==> src/rtl/timer_pkg.sv <==
// Shared types and constants for the countdown-timer key front end.
package timer_pkg;

    typedef enum logic [1:0] {
        IDLE  = 2'd0,
        RUN   = 2'd1,
        PAUSE = 2'd2,
        DONE  = 2'd3
    } timer_state_e;

    localparam int NUM_KEYS  = 2;
    localparam int KEY_START = 0;
    localparam int KEY_CLEAR = 1;

endpackage

==> src/rtl/timer_key_ctrl_if.sv <==
// Button inputs, time-up feedback and timer control outputs of the key controller.
interface timer_key_ctrl_if;
    import timer_pkg::*;

    logic [NUM_KEYS-1:0] key_n;
    logic                timeup;
    logic                count_en;
    logic                clear;
    timer_state_e        state;
    logic                alarm_led;

    modport master (
        output key_n, timeup,
        input  count_en, clear, state, alarm_led
    );

    modport slave (
        input  key_n, timeup,
        output count_en, clear, state, alarm_led
    );

endinterface

==> src/rtl/key_debounce.sv <==
// One push-button: 2-flop synchroniser, stability filter and registered press pulse.
module key_debounce #(
    parameter int DEBOUNCE_CYCLES = 200
) (
    input  logic clk,
    input  logic rst_n,
    input  logic key_n,
    output logic press
);
    localparam int              CNT_W    = $clog2(DEBOUNCE_CYCLES + 1);
    localparam logic [CNT_W-1:0] CNT_LAST = CNT_W'(DEBOUNCE_CYCLES - 1);
    localparam logic [CNT_W-1:0] CNT_MAX  = '1;

    logic [1:0]       sync_reg;
    logic [1:0]       fill_reg;
    logic             armed_reg;
    logic             stable_reg;
    logic             stable_d_reg;
    logic [CNT_W-1:0] cnt_reg;
    logic             press_reg;
    logic             synced;

    assign synced = sync_reg[1];
    assign press  = press_reg;

    always_ff @(posedge clk or negedge rst_n) begin
        if (!rst_n) begin
            sync_reg     <= 2'b11;
            fill_reg     <= 2'b00;
            armed_reg    <= 1'b0;
            stable_reg   <= 1'b1;
            stable_d_reg <= 1'b1;
            cnt_reg      <= '0;
            press_reg    <= 1'b0;
        end else begin
            sync_reg     <= {sync_reg[0], key_n};
            fill_reg     <= {fill_reg[0], 1'b1};
            stable_d_reg <= stable_reg;
            // A key already held when reset releases must be let go once before it can count as a press.
            if (fill_reg[1] && synced)
                armed_reg <= 1'b1;
            press_reg <= armed_reg & stable_d_reg & ~stable_reg;

            if (synced == stable_reg) begin
                cnt_reg <= '0;
            end else if (cnt_reg == CNT_LAST) begin
                stable_reg <= synced;
                cnt_reg    <= '0;
            end else if (cnt_reg != CNT_MAX) begin
                cnt_reg <= cnt_reg + 1'b1;
            end
        end
    end

endmodule

==> src/rtl/timer_key_ctrl.sv <==
// Mode FSM (idle/run/pause/done) driven by debounced keys and time-up, plus alarm blink.
module timer_key_ctrl
    import timer_pkg::*;
#(
    parameter int DEBOUNCE_CYCLES = 200,
    parameter int BLINK_CYCLES    = 2500
) (
    input  logic             clk,
    input  logic             rst_n,
    timer_key_ctrl_if.slave  bus
);
    localparam int               BLINK_W    = $clog2(BLINK_CYCLES + 1);
    localparam logic [BLINK_W-1:0] BLINK_LAST = BLINK_W'(BLINK_CYCLES - 1);

    logic [NUM_KEYS-1:0] press;
    timer_state_e        state_reg, state_next;
    logic                clear_next;
    logic                count_en_reg, clear_reg, alarm_reg;
    logic [BLINK_W-1:0]  blink_cnt_reg;

    generate
        for (genvar gi = 0; gi < NUM_KEYS; gi++) begin : g_key
            key_debounce #(
                .DEBOUNCE_CYCLES(DEBOUNCE_CYCLES)
            ) u_key_debounce (
                .clk   (clk),
                .rst_n (rst_n),
                .key_n (bus.key_n[gi]),
                .press (press[gi])
            );
        end
    endgenerate

    // Priority: clear key, then time-up while running, then start key.
    always_comb begin
        state_next = state_reg;
        clear_next = 1'b0;
        if (press[KEY_CLEAR]) begin
            state_next = IDLE;
            clear_next = 1'b1;
        end else if (state_reg == RUN && bus.timeup) begin
            state_next = DONE;
        end else if (press[KEY_START]) begin
            case (state_reg)
                IDLE:    state_next = RUN;
                RUN:     state_next = PAUSE;
                PAUSE:   state_next = RUN;
                DONE: begin
                    state_next = IDLE;
                    clear_next = 1'b1;
                end
                default: state_next = IDLE;
            endcase
        end
    end

    always_ff @(posedge clk or negedge rst_n) begin
        if (!rst_n) begin
            state_reg     <= IDLE;
            count_en_reg  <= 1'b0;
            clear_reg     <= 1'b0;
            alarm_reg     <= 1'b0;
            blink_cnt_reg <= '0;
        end else begin
            state_reg    <= state_next;
            count_en_reg <= (state_next == RUN);
            clear_reg    <= clear_next;
            if (state_next != DONE) begin
                alarm_reg     <= 1'b0;
                blink_cnt_reg <= '0;
            end else if (state_reg != DONE) begin
                alarm_reg     <= 1'b1;
                blink_cnt_reg <= '0;
            end else if (blink_cnt_reg == BLINK_LAST) begin
                alarm_reg     <= ~alarm_reg;
                blink_cnt_reg <= '0;
            end else begin
                blink_cnt_reg <= blink_cnt_reg + 1'b1;
            end
        end
    end

    assign bus.state     = state_reg;
    assign bus.count_en  = count_en_reg;
    assign bus.clear     = clear_reg;
    assign bus.alarm_led = alarm_reg;

endmodule

==> src/flat_wrapper.sv <==
// flat-port wrapper written by rule: the top's interface ports become plain ports
module timer_key_ctrl_flat import timer_pkg::*;
#(
    parameter int DEBOUNCE_CYCLES = 200,
    parameter int BLINK_CYCLES    = 2500
)
  (clk, rst_n, bus_key_n, bus_timeup, bus_count_en, bus_clear, bus_state, bus_alarm_led);
  timer_key_ctrl_if bus_i ();
  input  logic clk;
  input  logic rst_n;
  input wire logic [$bits(bus_i.key_n)-1:0] bus_key_n;
  input wire logic [$bits(bus_i.timeup)-1:0] bus_timeup;
  output wire logic [$bits(bus_i.count_en)-1:0] bus_count_en;
  output wire logic [$bits(bus_i.clear)-1:0] bus_clear;
  output wire logic [$bits(bus_i.state)-1:0] bus_state;
  output wire logic [$bits(bus_i.alarm_led)-1:0] bus_alarm_led;
  assign bus_i.key_n = bus_key_n;
  assign bus_i.timeup = bus_timeup;
  assign bus_count_en = bus_i.count_en;
  assign bus_clear = bus_i.clear;
  assign bus_state = bus_i.state;
  assign bus_alarm_led = bus_i.alarm_led;
  timer_key_ctrl #(.DEBOUNCE_CYCLES(DEBOUNCE_CYCLES), .BLINK_CYCLES(BLINK_CYCLES)) u_core (.clk(clk), .rst_n(rst_n), .bus(bus_i));
endmodule
==> config.mk <==
export PLATFORM = sky130hd
export DESIGN_NAME = timer_key_ctrl_flat
export DESIGN_NICKNAME = d
export VERILOG_FILES = /design/src/rtl/timer_pkg.sv /design/src/rtl/timer_key_ctrl_if.sv /design/src/rtl/key_debounce.sv /design/src/rtl/timer_key_ctrl.sv /design/src/flat_wrapper.sv
export SDC_FILE = /design/constraint.sdc
export NUM_CORES = 1
export LEC_CHECK = 0
export ABC_CLOCK_PERIOD_IN_PS = 1550
export CAP_MARGIN = 5
export CORE_ASPECT_RATIO = 1.25
export CORE_MARGIN = 3
export CORE_UTILIZATION = 30
export DETAILED_ROUTE_END_ITERATION = 10
export GPL_TIMING_DRIVEN = 1
export HOLD_SLACK_MARGIN = 0.15
export SYNTH_ARGS = -nofsm -noshare
export SYNTH_HDL_FRONTEND = slang
export SYNTH_SLANG_ARGS = --single-unit
==> constraint.sdc <==
create_clock -name clk -period 1.55 [get_ports clk]
set_input_delay 0.155 -clock clk [delete_from_list [all_inputs] [get_ports clk]]
set_output_delay 0.155 -clock clk [all_outputs]
set_load 0.05 [all_outputs]
After elaboration in Yosys (flattened, before gate mapping)
Index checks and enable logic that the tools add are counted.

storage, ports and cells
  output and inout port bits = 5
  logic and storage cells = 74
  flip-flop bits (word level) = 49
  input bits = 5

operators by class
  reductions and logical operators = 10
  add/subtract/negate cells = 3
  equal/unequal tests = 13
  bitwise logic cells = 9
  multiplexer cells = 20

operators by type and width
  cell                   count
  $mux 8                 6
  $mux 12                3
  $add 8x1->8 const B    2
  $eq 8x8->1 const B     2
  $ne 8x8->1 const B     2
  $add 12x1->12 const B  1
  $eq 12x12->1 const B   1
  $reduce_bool 3->1      3
  $mux 1                 7
  $mux 2                 3
  $pmux 2 s3             1
  $not 1->1              5
  $and 1x1->1            4
  $eq 2x1->1 const B     2
  $eq 2x2->1 const B     2
  $ne 2x2->1 const B     2
  $reduce_and 2->1       2
  $logic_and 1x1->1      3
  $eq 1x1->1             2
  $logic_not 2->1        1
  $reduce_or 2->1        1

Depth between registers and ports, before layout
  word-level depth = 8
  gate-level depth with buffers = 6
  gate-level depth less buffers = 5

Hierarchy
A second synthesis with hierarchy kept.

second synthesis, totals
  cells, all modules = 209
  area total of the unflattened synthesis = 2332.2 um^2

by module, submodules not included
  module          cells each  area each (um^2)  instances
  key_debounce    64          758.2             2
  timer_key_ctrl  81          815.8             1

Least setup slack after synthesis
OpenSTA, ideal clock, no wires.

  kind = register to register
  start = register u_core.g_key[0].u_key_debounce.cnt_reg[0]
  end = register u_core.g_key[0].u_key_debounce.stable_reg
  buffers on the path = 0
  required time = 1468 ps
  setup time = 82 ps
  data arrival time = 1406 ps
  clock period less this slack = 1488 ps
  setup slack = 62 ps
  cell stages (with the launch flop) = 5
  cells stage by stage = dfrtp_1 -> ha_1 -> nand4_1 -> or4_1 -> mux2_2

on the way
  word-level cells in the longest chain between the ends = 2

RTL lines
  what                        RTL line            source
  start: declaration          key_debounce.sv:19  logic [CNT_W-1:0] cnt_reg;
  start signal: assignment    key_debounce.sv:50  cnt_reg <= cnt_reg + 1'b1;
  $eq 8x8->1                  key_debounce.sv:46  end else if (cnt_reg == CNT_LAST) begin
  $reduce_and 2->1 (no line)  n/a
  end signal: assignment      key_debounce.sv:47  stable_reg <= synced;
  end: declaration            key_debounce.sv:17  logic stable_reg;

Every way passes these cells.
A chain may end at the register's enable or synchronous reset.

Final worst setup path
  start = register u_core.g_key[0].u_key_debounce.cnt_reg[1]
  end = register u_core.g_key[0].u_key_debounce.stable_reg

The elaborated chain is that of the path after synthesis.

==> run summary <==
clock root cell = clkbuf_8
cell count after synthesis = 188
io pins = 10
TritonCTS Sinks = 47
Layout Cells excl Fill = 305
power share of the clock group = 0.358
Worst EP arrival = 1730 ps
initial antenna violation count = 0
max-cap violations = 0
net switching fraction of the power = 0.220
CTS tree = done
initial cell density of the core = 0.312
Nets = 226
CTS Buf Count = 5
sequential fraction of design power = 0.596
Final period util = 0.973
die area = 7960 um^2
clock-pin slew on the worst setup and hold paths = 80 ps
nature of the critical path endpoint = flip-flop
gr ovfl total = 0
run status = finished clean
max reg flops = 16
Main synth FF type = dfrtp_1
Post-synth EDFFs = 0
via count of the routed design = 1414
number of distinct library cells after synthesis = 38
vias in the first global route = 1388
LEAKAGE = 0.00113 uW
DIE WIDTH = 80.4 um
Tmin final = 1510 ps
worst hold path type = in -> reg
H-tree levels = 2
largest net degree at the start of global routing = 48
ys async rst share = 1.00
Post-CTS Setup Inserts = 0
RSZ-0062 raised after global routing = true
RD Place Congestion = 0.731
worst setup path category = reg -> reg
drt first pass iters = 4
global-route wire length before repair = 6070 um
power density cells = 849 nW/um^2
clk buf depth = 2
core footprint = 6650 um^2
WL/cell = 11.2 um
antenna viol nets, final = 0
Net Count, Synth = 197
FP Rows = 33
Avg Synthesized Cell Area = 11.0 um^2
synthesized flop and latch total = 47
Worst Path Required = 1770 ps
Detail Placement HPWL = 2380 um
Fmax = 0.663 GHz
Final Hold Slack = 264 ps
area grow syn2layout = 20.4%
Post-Syn Area = 2080 um^2
setup tns final = 0 ps
Die Y = 99 um
Final Skew = 13.8 ps
final wirelength = 3430 um
placed insts = 296
antenna cells = 0
Final Util = 0.376
Vias/cell = 4.64
Final Hold Fails = 0
Max Slew Vio Count = 0
register area share after synthesis = 0.571
port bufs = 9
DRC errors left = 0
crit path max fanout = 3
Final Setup Violations = 0
clk_lat worst skew = 300 ps
DRT iter0 DRCs = 81
Synth warnings = 0
P_sw = 466 uW
maximum VDD drop = 319 uV
Pint = 1660 uW
global-route usage over all layers = 0.0964
startpoint types = flip-flop
Comb power frac = 0.046
share of layout cells above drive strength 1 = 0.229
kinds of logic after synthesis:
group / share of synthesized area
AO/OA/AOI/OAI: 0.0705
XOR/XNOR: 0.0717
adder cells (fa/ha/maj): 0.0241
buffers and inverters: 0.0151
flip-flops: 0.571
multiplexers: 0.0404
other: 0.00181
AND/OR/NAND/NOR: 0.205
final cells by class:
class,count,area (um^2)
clock buffer,7,86.3
timing repair buffer,25,208
clock inverter,1,5.00
fill,656,4150
tap,87,109
sequential,47,1190
multi-input combinational,135,895
inverter,3,11.3
worst paths after layout:
check	start	endpoint	slack [ps]	cells past startpoint
worst max register to register	u_core.g_key[0].u_key_debounce.cnt_reg[1]	u_core.g_key[0].u_key_debounce.stable_reg	40	4
max in group asynchronous	rst_n	u_core.g_key[1].u_key_debounce.stable_d_reg	910	3
worst min-delay path	bus_key_n[0]	u_core.g_key[0].u_key_debounce.sync_reg[0]	260	1
min in group asynchronous	rst_n	u_core.blink_cnt_reg[4]	360	3
worst min register to register	u_core.g_key[0].u_key_debounce.sync_reg[0]	u_core.g_key[0].u_key_debounce.sync_reg[1]	360	0
worst max-delay path	u_core.g_key[0].u_key_debounce.cnt_reg[1]	u_core.g_key[0].u_key_debounce.stable_reg	40	4
power groups by stage:
| stage | registers, uW | clock network, uW | logic (uW) |
|---|---|---|---|
| 3_3_place_gp | 1290 | 0 | 97.1 |
| 2_1_floorplan | 1290 | 0 | 36.4 |
| 5_1_grt | 1270 | 846 | 114 |
| 6_report | 1270 | 759 | 98.0 |
| 4_1_cts | 1270 | 794 | 101 |
| 3_5_place_dp | 1290 | 0 | 98.7 |
layout by cell type, fill, tap and decap left out, drive strengths merged, types with 2 or more instances in the layout:
cell type	instances
nor4	3
clkdlybuf4s50	3
nand3	12
o21ai	4
nor3	4
ha	4
and3	6
dfstp	8
a31oi	5
nor2	32
mux2	3
nand2b	2
xor2	13
dfrtp	39
and4	2
mux2i	5
nand2	13
nand4	5
clkbuf	7
inv	3
buf	21
a21o	2
and2	2
xnor2	4
o21bai	3
what timing repair did:
item,CTS,global route
endpoints found under the setup margin,0,26
hold endpoints to repair,47,0
hold buffers,1,0
gates resized for setup,0,7
per-layer routing:
| layer | global-route usage | up-vias | wire length (um) |
|---|---|---|---|
| li1 | - | 708 | - |
| met1 | 0.123 | 684 | 1630 |
| met2 | 0.151 | 20 | 1640 |
| met3 | 0.0311 | 2 | 120 |
| met4 | 0.0390 | 0 | 38 |
| met5 | 0 | - | 0 |
critical path, stage by stage (launching register included):
cell and delay [ps]:
dfrtp_1 380, ha_1 180, nand4_1 140, or4_4 460, mux2_2 280
Yosys cell counts (all sizes together), types with 2 or more instances:
cell    instances  area (um^2)
dfrtp          39          976
o21bai          3         22.5
nor3            4         20.0
xnor2           4         35.0
nand3          12         65.1
xor2           13          114
inv             3         11.3
buf             2         16.3
o21ai           4         20.0
a31oi           5         31.3
and2            2         12.5
ha              4         50.1
mux2            3         33.8
a21o            2         15.0
and3            6         40.0
mux2i           5         50.1
nand2b          2         12.5
nor2           32          120
nand2          13         48.8
nand4           5         31.3
and4            2         17.5
dfstp           8          210
nor4            3         18.8
metrics by stage:
stage                     setup slack [ps]  instance area, um^2  power [uW]
after CTS                             45.5                 2460        2160
after floorplan                       62.3                 2080        1320
final                                 42.0                 2500        2120
after global routing                 -25.3                 2500        2230
after detailed placement              61.3                 2360        1390
after global placement                76.5                 2360        1390
No activity file was read; power rests on OpenSTA's default activity.
